[src/rtl/clk_div_pkg.sv]
// Shared constants and per-channel status record for the clk_div_gen divider bank.
package clk_div_pkg;

    localparam int CLK_DIV_CNT_W   = 26;
    localparam int CLK_DIV_DEF_DIV = 40;
    localparam int CH_IDX_W        = 4;

    typedef struct packed {
        logic clk_div;
        logic tick;
        logic pend_vld;
    } ch_state_t;

endpackage

[src/rtl/clk_div_ch.sv]
// One divider channel: half-period counter, 50% duty output, tick and period-aligned divisor switch.
// Optional CLK_DIV_SYNC_EN adds a sync input that restarts the phase and applies pending divisors.
module clk_div_ch
    import clk_div_pkg::*;
#(
    parameter int CNT_W   = CLK_DIV_CNT_W,
    parameter int DEF_DIV = CLK_DIV_DEF_DIV
) (
    input  logic             clk,
    input  logic             rst,
    input  logic             en,
    input  logic             wr_en,
    input  logic [CNT_W-1:0] wr_div,
`ifdef CLK_DIV_SYNC_EN
    input  logic             sync,
`endif
    output logic             clk_div,
    output logic             tick,
    output logic             cfg_pending
);

    logic [CNT_W-1:0] div_q;
    logic [CNT_W-1:0] pend_q;
    logic [CNT_W-1:0] cnt;
    ch_state_t        st;

    logic running;
    logic at_term;
    logic rise;
    logic fall;
    logic apply;

    // A disabled channel keeps running until its high phase has completed.
    assign running = (div_q != '0) && (en || st.clk_div);
    assign at_term = (cnt == div_q - CNT_W'(1));
    assign rise    = running && at_term && !st.clk_div;
    assign fall    = running && at_term && st.clk_div;
    assign apply   = st.pend_vld && (fall || !running);

    always_ff @(posedge clk or posedge rst) begin
        if (rst) begin
            div_q  <= CNT_W'(DEF_DIV);
            pend_q <= '0;
            cnt    <= '0;
            st     <= '0;
        end else begin
            st.tick <= rise;
            if (!running || apply) begin
                cnt        <= '0;
                st.clk_div <= 1'b0;
            end else if (at_term) begin
                cnt        <= '0;
                st.clk_div <= ~st.clk_div;
            end else begin
                cnt <= cnt + CNT_W'(1);
            end

            if (apply) div_q <= pend_q;

            // A write landing on the switch edge stays pending for the next period.
            if (wr_en) begin
                pend_q      <= wr_div;
                st.pend_vld <= 1'b1;
            end else if (apply) begin
                st.pend_vld <= 1'b0;
            end
`ifdef CLK_DIV_SYNC_EN
            if (sync) begin
                cnt        <= '0;
                st.clk_div <= 1'b0;
                st.tick    <= 1'b0;
                if (st.pend_vld) div_q <= pend_q;
                if (!wr_en) st.pend_vld <= 1'b0;
            end
`endif
        end
    end

    assign clk_div     = st.clk_div;
    assign tick        = st.tick;
    assign cfg_pending = st.pend_vld;

endmodule

[src/rtl/clk_div_gen.sv]
// Bank of NUM_CH independent clock dividers; this level only decodes divisor writes.
// Define CLK_DIV_SYNC_EN to make the global sync phase-restart input functional.
module clk_div_gen
    import clk_div_pkg::*;
#(
    parameter int NUM_CH  = 4,
    parameter int CNT_W   = CLK_DIV_CNT_W,
    parameter int DEF_DIV = CLK_DIV_DEF_DIV
) (
    input  logic                clk,
    input  logic                rst,
    input  logic [NUM_CH-1:0]   en,
    input  logic                cfg_we,
    input  logic [CH_IDX_W-1:0] cfg_ch,
    input  logic [CNT_W-1:0]    cfg_div,
    input  logic                sync,
    output logic [NUM_CH-1:0]   clk_div,
    output logic [NUM_CH-1:0]   tick,
    output logic [NUM_CH-1:0]   cfg_pending
);

`ifndef CLK_DIV_SYNC_EN
    logic unused_sync;
    assign unused_sync = sync;
`endif

    // Channel indices at or above NUM_CH match no instance, so such writes are dropped.
    for (genvar i = 0; i < NUM_CH; i++) begin : g_ch
        logic wr_en;
        assign wr_en = cfg_we && (cfg_ch == CH_IDX_W'(i));

        clk_div_ch #(
            .CNT_W   (CNT_W),
            .DEF_DIV (DEF_DIV)
        ) u_ch (
            .clk         (clk),
            .rst         (rst),
            .en          (en[i]),
            .wr_en       (wr_en),
            .wr_div      (cfg_div),
`ifdef CLK_DIV_SYNC_EN
            .sync        (sync),
`endif
            .clk_div     (clk_div[i]),
            .tick        (tick[i]),
            .cfg_pending (cfg_pending[i])
        );
    end

endmodule

[config.mk]
export PLATFORM = sky130hd
export DESIGN_NAME = clk_div_gen
export DESIGN_NICKNAME = d
export VERILOG_FILES = /design/src/rtl/clk_div_pkg.sv /design/src/rtl/clk_div_ch.sv /design/src/rtl/clk_div_gen.sv
export SDC_FILE = /design/constraint.sdc
export NUM_CORES = 1
export LEC_CHECK = 0
export BUFFER_PORTS_ARGS = -buffer_cell sky130_fd_sc_hd__buf_2
export CORE_ASPECT_RATIO = 0.6
export CORE_MARGIN = 1.5
export CORE_UTILIZATION = 40
export CTS_BUF_LIST = sky130_fd_sc_hd__clkbuf_4 sky130_fd_sc_hd__clkbuf_8
export DETAILED_ROUTE_END_ITERATION = 8
export PLACE_DENSITY = 0.64
export SLEW_MARGIN = 30
export SYNTH_ARGS = -nofsm -noshare
export SYNTH_HDL_FRONTEND = slang
export SYNTH_SLANG_ARGS = --single-unit
export TNS_END_PERCENT = 30
[constraint.sdc]
create_clock -name clk -period 13.87 [get_ports clk]
set_clock_uncertainty 0.2 [all_clocks]
set_input_delay 1.387 -clock clk [delete_from_list [all_inputs] [get_ports clk]]
set_output_delay 1.387 -clock clk [all_outputs]
set_load 0.02 [all_outputs]
After elaboration in Yosys (flattened, before gate mapping)
Cells that the tools add are included.
{"block": "op_classes", "add_sub_neg": 8, "eq_ne": 7, "mux": 24, "bitwise_logic": 4, "reduce_logical": 57}
{"op": "2-to-1 mux 26 bit", "n": 8}
{"op": "adder 26 x 1 -> 26 bit (second input constant)", "n": 4}
{"op": "equality test 26 bit", "n": 4}
{"op": "nonzero test 26 bit", "n": 4}
{"op": "subtractor 26 x 1 -> 26 bit (second input constant)", "n": 4}
{"op": "logical AND 1 bit", "n": 24}
{"op": "2-to-1 mux 1 bit", "n": 16}
{"op": "nonzero test 2 bit", "n": 8}
{"op": "logical OR 1 bit", "n": 12}
{"op": "equality test 4 x 2 -> 1 bit (second input constant)", "n": 2}
{"op": "logical NOT 1 bit", "n": 8}
{"op": "equality test 4 x 1 -> 1 bit (second input constant)", "n": 1}
{"op": "logical NOT 4 bit", "n": 1}
{"op": "NOT 1 bit", "n": 4}
{"block": "word_totals", "regBits": 324, "inputBits": 38, "out_inout_bits": 12, "elab_cells": 124}

Logic depth before layout (Yosys ltp)
Gate-level depths: netlist of the first run.
{"block": "logic_depth", "word_depth": 8, "ltp_mapped": 15, "ltp_nobuf": 11}

Hierarchy
From an unflattened synthesis of the first run, not the netlist that was laid out.
{"block": "hier_totals", "hier_cells": 1629, "area_unflattened_um2": 17535.6}
{"mod": "clk_div_ch (g_ch[0].u_ch ...)", "n_inst": 3, "cells_each": 407, "area_per_inst_um2": 4365.4, "seq_area_each_um2": 2029.4}
{"mod": "clk_div_ch (g_ch[3].u_ch)", "n_inst": 1, "cells_each": 403, "area_per_inst_um2": 4374.2, "seq_area_each_um2": 2029.4}
{"mod": "clk_div_gen", "n_inst": 1, "cells_each": 5, "area_per_inst_um2": 65.1, "seq_area_each_um2": 0.0}

Worst setup path after synthesis of the first run
OpenSTA, ideal clock, no wires.
{"block": "synth_path", "kind": "reg-to-reg", "from": "reg g_ch[1].u_ch.div_q[9]", "to": "reg g_ch[1].u_ch.div_q[10]", "setup_ns": 0.125, "t_arrival_ns": 3.543, "t_required_ns": 13.545, "path_slack_ns": 10.002, "path_stages_with_launch": 12, "path_buffers": 2, "period_less_slack_ns": 3.868, "path_cell_list": "dfrtp_1 clkbuf_1 or4_1 or4_4 nor4b_2 mux2_2 o22ai_1 o21ai_1 nor4_2 a31oi_4 buf_6 mux2_4"}
{"block": "synth_via", "elab_chain_len": 6, "elab_cells_between_ends": 9, "classes_between": "add/sub (1); eq/ne (1); reduce/logical (7)"}
{"element": "start: declaration", "line": "clk_div_ch.sv:22", "text": "logic [CNT_W-1:0] div_q;"}
{"element": "start signal: assignment", "line": "clk_div_ch.sv:42", "text": "div_q <= CNT_W'(DEF_DIV);"}
{"element": "start signal: assignment", "line": "clk_div_ch.sv:58", "text": "if (apply) div_q <= pend_q;"}
{"element": "subtractor 26 x 1 -> 26 bit / nonzero test 26 bit (equally long branches)", "line": "clk_div_ch.sv:35, clk_div_ch.sv:34"}
{"element": "equality test 26 bit / logical AND 1 bit (equally long branches)", "line": "clk_div_ch.sv:35, clk_div_ch.sv:34"}
{"element": "logical AND 1 bit (2 in series)", "line": "clk_div_ch.sv:37", "text": "assign fall = running && at_term && st.clk_div;"}
{"element": "logical OR 1 bit *", "line": "clk_div_ch.sv:38", "text": "assign apply = st.pend_vld && (fall || !running);"}
{"element": "logical AND 1 bit *", "line": "clk_div_ch.sv:38"}
Mark *: on every way between the ends. The rest lies on a longest branch, timed or not.
A chain may end at the register's enable or synchronous reset.

Worst setup path after layout of the first run
{"block": "layout_path", "from": "reg g_ch[1].u_ch.div_q[6]", "to": "reg g_ch[1].u_ch.div_q[12]"}
Same word-level chain as after synthesis.

==> metrics.txt, run 1 <==
Hold/Removal Path Class reg2reg; TritonCTS buffer count 48; CTS Buffer Depth 3; cell row count slightly below 60; synthesized instance count 1550; fraction of layout cells with a size suffix above 1 24.6%; final routed wirelength across all metal layers 40.1 mm; Total Die Area 44000 um^2; Hold Worst Slack 0.294 ns; Worst Hold End g_ch[1].u_ch.div_q[13]$_DFFE_PP0P_; placer's final routability congestion estimate between 0.9 and 1; Critical Setup Path Class reg2reg; worst slew margin relative to its limit 40.8%; total routing resource utilization after global routing a little under a fifth; highest attainable clock frequency 226 MHz; Yosys cell types 86; sequence of cells on the critical path or4_1 -> or4_4 -> nor4b_2 -> mux2_2 -> o22ai_1 -> o21ai_1 -> nor4_2 -> a31oi_4 -> buf_4 -> mux2_4; met1 track demand over resource 29.1%; top_reg_cell synth dfrtp_1; number of sinks handled by clock tree synthesis 324; GR Layer Usage met2 25.5%; Final Setup Violations 0; maximum level of the CTS H-tree 2; critical-path cell with the highest stage delay or4_1; post-cts resize count 0; Cell Count, Final, Fillers Out 2197; number of top-level design ports 50; hold path cells 1; first-pass iteration count of the detailed router 5; number of synthesized flops with an enable pin 0; placed wire-length estimate after detailed placement 28.2 mm; crit start category register; total via count in the routed design about 12000; RSZ-0062 raised after global routing false; final count of hold timing violations 0; growth of design area from synthesis to finish 10.5%; total of hold buffers inserted after clock tree synthesis 0; peak supply drop 0.0812 mV; number of antenna violations at the first check in global routing 5; Data arrival, critical path 4.70 ns; run status completed; GRT overflow 0; highest net fanout along the worst path 26; proportion of synthesized chip area in sequential cells 47.5%; number of warning messages in the yosys log 0; DRC violations left 0; time the worst path needs with I/O delays and setup 4.42 ns; MaxCap Viol Count 0; initial core utilization 40.6%; syn_area_per_cell ~11 um^2; critical path endpoint category register; power per unit of standard cell area 177 nW/um^2; Die Width between 200 and 300 um; setup slack on the worst flop-to-flop path 9.45 ns; top cells by area, synth dfrtp_1, mux2_2, xnor2_1, xor2_1, nor2_1; final max-slew violation count 0; most common cell after layout, fill and taps aside dfrtp_1; leading cell types in the layout, fill and taps excluded dfrtp_1, nor2_1, mux2_2, xnor2_1, xor2_1; post-CTS clock slew at the launch and capture registers of the worst setup and hold paths around 0.070 ns; worst endpoint required time 14.14 ns; Clock Tree Root clkbuf_8; Final Net Count about 1600; average routed wire per standard cell roughly 18 um; total core area between 40000 and 50000 um^2; 1st-iter DRT viols roughly 840; r2r endpoint g_ch[1].u_ch.div_q[12]$_DFFE_PP0P_; met3 usage in global routing under 10%; post-synthesis net count 1596; critical path's largest stage delay approximately 0.62 ns; clock insertion delay at the later pin of the skew report 0.59 ns; Post CTS Setup Buffer Count 0; number of nets with antenna violations after routing 0; post-synthesis sequential element count 324; most used routing layer in global routing met1; detailed-route vias per instance 5.35; post-route fraction of the period consumed by the critical path 31.9%; worst reg2reg path depth 10; Async SR Flop Fraction 100%; Yosys top cell by area dfrtp_1; Die Span Y between 150 and 200 um; worst r2r src g_ch[1].u_ch.div_q[6]$_DFFE_PP0P_; placed instance count around 2100; Setup TNS 0 ns; via count of the first global-routing pass 11400; area share of the leading cell type in the synthesized netlist 46.3%; FILL cells 3882; TritonCTS clock tree yes; Leakage Power 8.19 nW; core utilization of the finished layout 44.9%; worst hold start g_ch[1].u_ch.pend_q[13]$_DFFE_PP0P_; wire length of the first global-routing pass ~64 mm; Cell Area, Synth 17100 um^2; slew at the pin closest to its max-slew limit approximately 0.9 ns; Port Buf Inserts 48; largest net degree at the start of global routing 190
==> where the power goes <==
| group | total, mW | switching, mW | internal (mW) |
|---|---|---|---|
| Combinational | 1.06 | 0.522 | 0.542 |
| Clock | 0.839 | 0.379 | 0.461 |
| Sequential | 1.43 | 0.269 | 1.16 |
==> kinds of logic (layout without fill, tap and decap cells) <==
group,Yosys count,in the layout,share of synthesized area [%]
compound gates,118,118,4.95
xor+xnor,228,228,11.7
fa+ha+maj,8,8,0.586
buf+inv,100,175,2.84
flops,324,324,47.5
mux,223,223,15.5
other cells,0,2,0
simple gates,549,549,16.9
==> through the flow <==
stage	total power [mW]	setup WS, ns	area, um^2
2_1_floorplan	2.21	3.33	17100
3_5_place_dp	2.48	9.46	17800
3_3_place_gp	2.44	9.34	17800
5_1_grt	3.55	9.31	18900
6_report	3.33	9.45	18900
4_1_cts	3.34	9.44	18800
==> metal layers <==
metal | routed length (um) | part of all wire (%) | vias up
met5 | 0 | 0 | -
met4 | 519 | 1.3 | 0
met3 | 2380 | 5.9 | 41
met2 | 15900 | 40 | 262
met1 | 21300 | 53 | 5903
li1 | - | - | 5538
==> Yosys cell counts, types with 5 or more instances <==
master,instances
o31ai_1,5
and3_1,20
nor4b_1,6
nand3b_1,11
or2_2,7
a211oi_1,5
nor3b_1,6
and4_1,10
mux2_2,171
clkbuf_1,39
xnor2_1,115
inv_1,31
nand3_1,65
a31oi_1,8
nor2b_1,13
nor2_1,176
or3b_2,5
and2_1,8
or4_1,14
dfstp_2,8
a21oi_1,17
buf_2,8
o21a_1,6
mux2i_1,12
nand2_1,60
buf_4,14
o21ai_0,21
nor4_1,25
dfrtp_1,316
or3_1,15
nand4_1,22
mux2_4,40
xor2_1,113
ha_1,8
nor3_1,51
nand2b_1,16
==> state kept, by name, indices dropped and copies added, names as in the netlist <==
| register | cells |
|---|---|
| g_ch.u_ch.cfg_pending | 4 |
| g_ch.u_ch.clk_div | 4 |
| g_ch.u_ch.cnt | 104 |
| g_ch.u_ch.div_q | 104 |
| g_ch.u_ch.pend_q | 104 |
| g_ch.u_ch.tick | 4 |
==> cell type report <==
type | instances | area, um^2 | share of cell area (%)
clock buffer | 76 | 927 | 4.92
inverter | 31 | 129 | 0.683
antenna | 2 | 5.00 | 0.0265
timing repair buffer | 59 | 375 | 1.99
sequential | 324 | 8120 | 43.0
multi-input combinational | 1126 | 8500 | 45.0
tap | 570 | 713 | 3.78
clock inverter | 9 | 97.6 | 0.517
==> worst max-delay path by stage <==
stage | from | to | slack, ns | depth (start not counted)
floorplan | rst | g_ch[0].u_ch.cfg_pending$_DFFE_PP0P_ | 3.33 | 1
global placement | g_ch[3].u_ch.div_q[7]$_DFFE_PP0P_ | g_ch[3].u_ch.div_q[20]$_DFFE_PP0P_ | 9.34 | 9
detailed placement | g_ch[0].u_ch.div_q[2]$_DFFE_PP0P_ | g_ch[0].u_ch.cnt[3]$_DFF_PP0_ | 9.46 | 9
CTS | g_ch[0].u_ch.div_q[2]$_DFFE_PP0P_ | g_ch[0].u_ch.cnt[3]$_DFF_PP0_ | 9.44 | 9
global route | g_ch[2].u_ch.div_q[0]$_DFFE_PP0P_ | g_ch[2].u_ch.cnt[24]$_DFF_PP0_ | 9.31 | 11
finish | g_ch[1].u_ch.div_q[6]$_DFFE_PP0P_ | g_ch[1].u_ch.div_q[12]$_DFFE_PP0P_ | 9.45 | 10
==> worst max-delay path: cells and delay by family (launching register included) <==
family	cells	cell delay [ns]
AO/OA/AOI/OAI	3	0.47
buffers and inverters	1	0.29
flip-flops	1	0.43
multiplexers	2	0.74
AND/OR/NAND/NOR	4	2.14
Power figures use the tool's default switching activity.
==> run 2, diff against run 1 <==
Clock period 13.87 ns to 4.5 ns, I/O delays scaled along.
==> run 2 against run 1 <==
  * Utilization increased by 0.36 points
  * First-iteration DRC count decreased by 14%
  * Non-clock buffer count increased by 19
  * Sequential power increased to 3.1 times the previous value
==> metrics.txt, run 2 (synthesized netlist as in run 1, its figures left out) <==
run status completed (unchanged); critical path's largest stage delay 0.65 ns (was 0.62 ns); GRT overflow 0 (unchanged); average routed wire per standard cell 18.3 um (was 18.2 um); growth of design area from synthesis to finish 11.4% (was 10.5%); post-route fraction of the period consumed by the critical path 93.9% (was 31.9%); leading cell types in the layout, fill and taps excluded dfrtp_1, nor2_1, mux2_2, xnor2_1, xor2_1 (unchanged); placer's final routability congestion estimate 0.886 (was 0.904); TritonCTS clock tree yes (unchanged); met3 usage in global routing 4.57% (was 4.25%); Leakage Power 8.28 nW (was 8.19 nW); detailed-route vias per instance 5.34 (was 5.35); MaxCap Viol Count 0 (unchanged); post-route design area 19000 um^2 (was 18900 um^2); total via count in the routed design 11800 (was 11700); r2r endpoint g_ch[1].u_ch.cnt[23]$_DFF_PP0_ (was g_ch[1].u_ch.div_q[12]$_DFFE_PP0P_); clock insertion delay at the later pin of the skew report 0.60 ns (was 0.59 ns); placed wire-length estimate after detailed placement 28.6 mm (was 28.2 mm); Port Buf Inserts 48 (unchanged); number of top-level design ports 50 (unchanged); peak supply drop 0.238 mV (was 0.0812 mV); Critical Setup Path Class reg2reg (unchanged); final count of hold timing violations 0 (unchanged); Hold/Removal Path Class in2reg (was reg2reg); hold path cells 3 (was 1); via count of the first global-routing pass 11300 (was 11400); DRC violations left 0 (unchanged); crit start category register (unchanged); worst r2r src g_ch[1].u_ch.div_q[9]$_DFFE_PP0P_ (was g_ch[1].u_ch.div_q[6]$_DFFE_PP0P_); critical path endpoint category register (unchanged); Hold Worst Slack 0.0364 ns (was 0.294 ns); Die Span Y 163 um (unchanged); post-CTS clock slew at the launch and capture registers of the worst setup and hold paths 0.07 ns (about the same); critical-path cell with the highest stage delay or4_1 (unchanged); logic gate share of total power 32.3% (was 32.0%); sw frac 35.1% (was 35.2%); Largest regs g_ch.u_ch.cnt: 104 flops, g_ch.u_ch.div_q: 104 flops, g_ch.u_ch.pend_q: 104 flops (unchanged); power share of the sequential group 42.3% (was 42.8%); worst slew margin relative to its limit 43.6% (was 40.8%); Final Net Count 1654 (was 1636); worst endpoint required time 4.76 ns (was 14.14 ns); Total Die Area 44000 um^2 (unchanged); power per unit of standard cell area 544 nW/um^2 (was 177 nW/um^2); most used routing layer in global routing met1 (unchanged); total core area 42000 um^2 (unchanged); cell row count 58 (unchanged); Worst Hold End g_ch[2].u_ch.clk_div$_DFFE_PP0P_ (was g_ch[1].u_ch.div_q[13]$_DFFE_PP0P_); most common cell after layout, fill and taps aside dfrtp_1 (unchanged); 1st-iter DRT viols 725 (was 843); final max-slew violation count 0 (unchanged); number of antenna violations at the first check in global routing 8 (was 5); highest net fanout along the worst path 25 (was 26); initial core utilization 40.6% (unchanged); cell area after placement 17900 um^2 (was 17800 um^2); final routed wirelength across all metal layers 40.6 mm (was 40.1 mm); slew at the pin closest to its max-slew limit 0.846 ns (was 0.880 ns); CTS Buffer Depth 3 (unchanged); post-cts resize count 0 (unchanged); TritonCTS buffer count 47 (was 48); Setup TNS 0 ns (unchanged); highest attainable clock frequency 237 MHz (was 226 MHz); Pint 6.72 mW (was 2.16 mW); cell repeated most along the worst path or4_1; number of nets with antenna violations after routing 0 (unchanged); setup slack on the worst flop-to-flop path 0.27 ns (was 9.45 ns); Clock Tree Root clkbuf_8 (unchanged); Final Setup Violations 0 (unchanged); maximum level of the CTS H-tree 2 (unchanged); total routing resource utilization after global routing 18.6% (was 18.5%); fraction of layout cells with a size suffix above 1 25.0% (was 24.6%); Data arrival, critical path 4.49 ns (was 4.70 ns); wire length of the first global-routing pass 64.4 mm (was 64.3 mm); RSZ-0062 raised after global routing false (unchanged); switching power 3.63 mW (was 1.17 mW); time the worst path needs with I/O delays and setup 4.23 ns (was 4.42 ns); number of sinks handled by clock tree synthesis 324 (unchanged); first-pass iteration count of the detailed router 7 (was 5); GR Layer Usage met2 25.4% (was 25.5%); largest net degree at the start of global routing 187 (was 190); met1 track demand over resource 29.2% (was 29.1%); worst reg2reg path depth 9 (was 10); part of the power in the clock network 25.4% (was 25.2%); Die Width 270 um (unchanged); sequence of cells on the critical path or4_1 -> or4_4 -> nor4b_2 -> mux2_2 -> o22ai_1 -> o21ai_1 -> or4_1 -> nand2_2 -> nor2_1 (was or4_1 -> or4_4 -> nor4b_2 -> mux2_2 -> o22ai_1 -> o21ai_1 -> nor4_2 -> a31oi_4 -> buf_4 -> mux2_4); worst hold start en[2] (was g_ch[1].u_ch.pend_q[13]$_DFFE_PP0P_)
==> run 2: power groups by stage <==
| stage | combinational, mW | clock, mW | sequential [mW] |
|---|---|---|---|
| 2_1_floorplan | 2.71 | 0 | 4.09 |
| 3_3_place_gp | 3.20 | 0 | 4.38 |
| 3_5_place_dp | 3.29 | 0 | 4.42 |
| 4_1_cts | 3.32 | 2.70 | 4.37 |
| 5_1_grt | 3.67 | 2.85 | 4.49 |
| 6_report | 3.34 | 2.62 | 4.38 |
==> run 2: layout make-up <==
class / count / area, um^2
diodes: 3 / 7.51
well taps: 570 / 713
flip-flops and latches: 324 / 8120
multi-input cells: 1126 / 8480
clock inverters: 9 / 95.1
inverters: 31 / 120
repair buffers: 78 / 536
fillers: 3947 / 23000
clock buffers: 75 / 938
==> run 2: metrics by stage <==
stage | utilization [%] | setup WS [ns] | power (mW) | instances
3_5_place_dp | 42.6 | 0.315 | 7.71 | 2123
2_1_floorplan | - | -0.466 | 6.80 | 1550
6_report | 45.2 | 0.275 | 10.3 | 2216
5_1_grt | 45.2 | 0.110 | 11.0 | 2213
3_3_place_gp | 42.6 | 0.359 | 7.59 | 2123
4_1_cts | 45.2 | 0.297 | 10.4 | 2212
==> run 2: per-layer routing <==
layer | wire (um) | vias up
met3 | 2700 | 61
met5 | 0 | -
li1 | - | 5566
met2 | 16000 | 250
met4 | 646 | 0
met1 | 21300 | 5956
==> run 2: worst max-delay path by stage <==
stage                                                  from                                    to  slack (ns)
after floorplan                                         rst  g_ch[0].u_ch.cfg_pending$_DFFE_PP0P_       -0.47
after global placement    g_ch[1].u_ch.div_q[6]$_DFFE_PP0P_        g_ch[1].u_ch.cnt[10]$_DFF_PP0_        0.36
after detailed placement  g_ch[1].u_ch.div_q[9]$_DFFE_PP0P_        g_ch[1].u_ch.cnt[25]$_DFF_PP0_        0.31
after CTS                 g_ch[1].u_ch.div_q[9]$_DFFE_PP0P_        g_ch[1].u_ch.cnt[23]$_DFF_PP0_        0.30
after global routing      g_ch[1].u_ch.div_q[9]$_DFFE_PP0P_         g_ch[1].u_ch.cnt[5]$_DFF_PP0_        0.11
final                     g_ch[1].u_ch.div_q[9]$_DFFE_PP0P_        g_ch[1].u_ch.cnt[23]$_DFF_PP0_        0.27
==> run 2: worst max-delay path, delay by kind of cell (launching register included) <==
kind             cells  cell delay [ns]
AO/OA/AOI/OAI        2             0.34
flip-flops           1             0.47
multiplexers         1             0.37
AND/OR/NAND/NOR      6             2.69
==> run 2: timing repair <==
item,CTS,global route
setup buffers,0,0
endpoints found under the hold margin,20,0
hold buffers,5,0
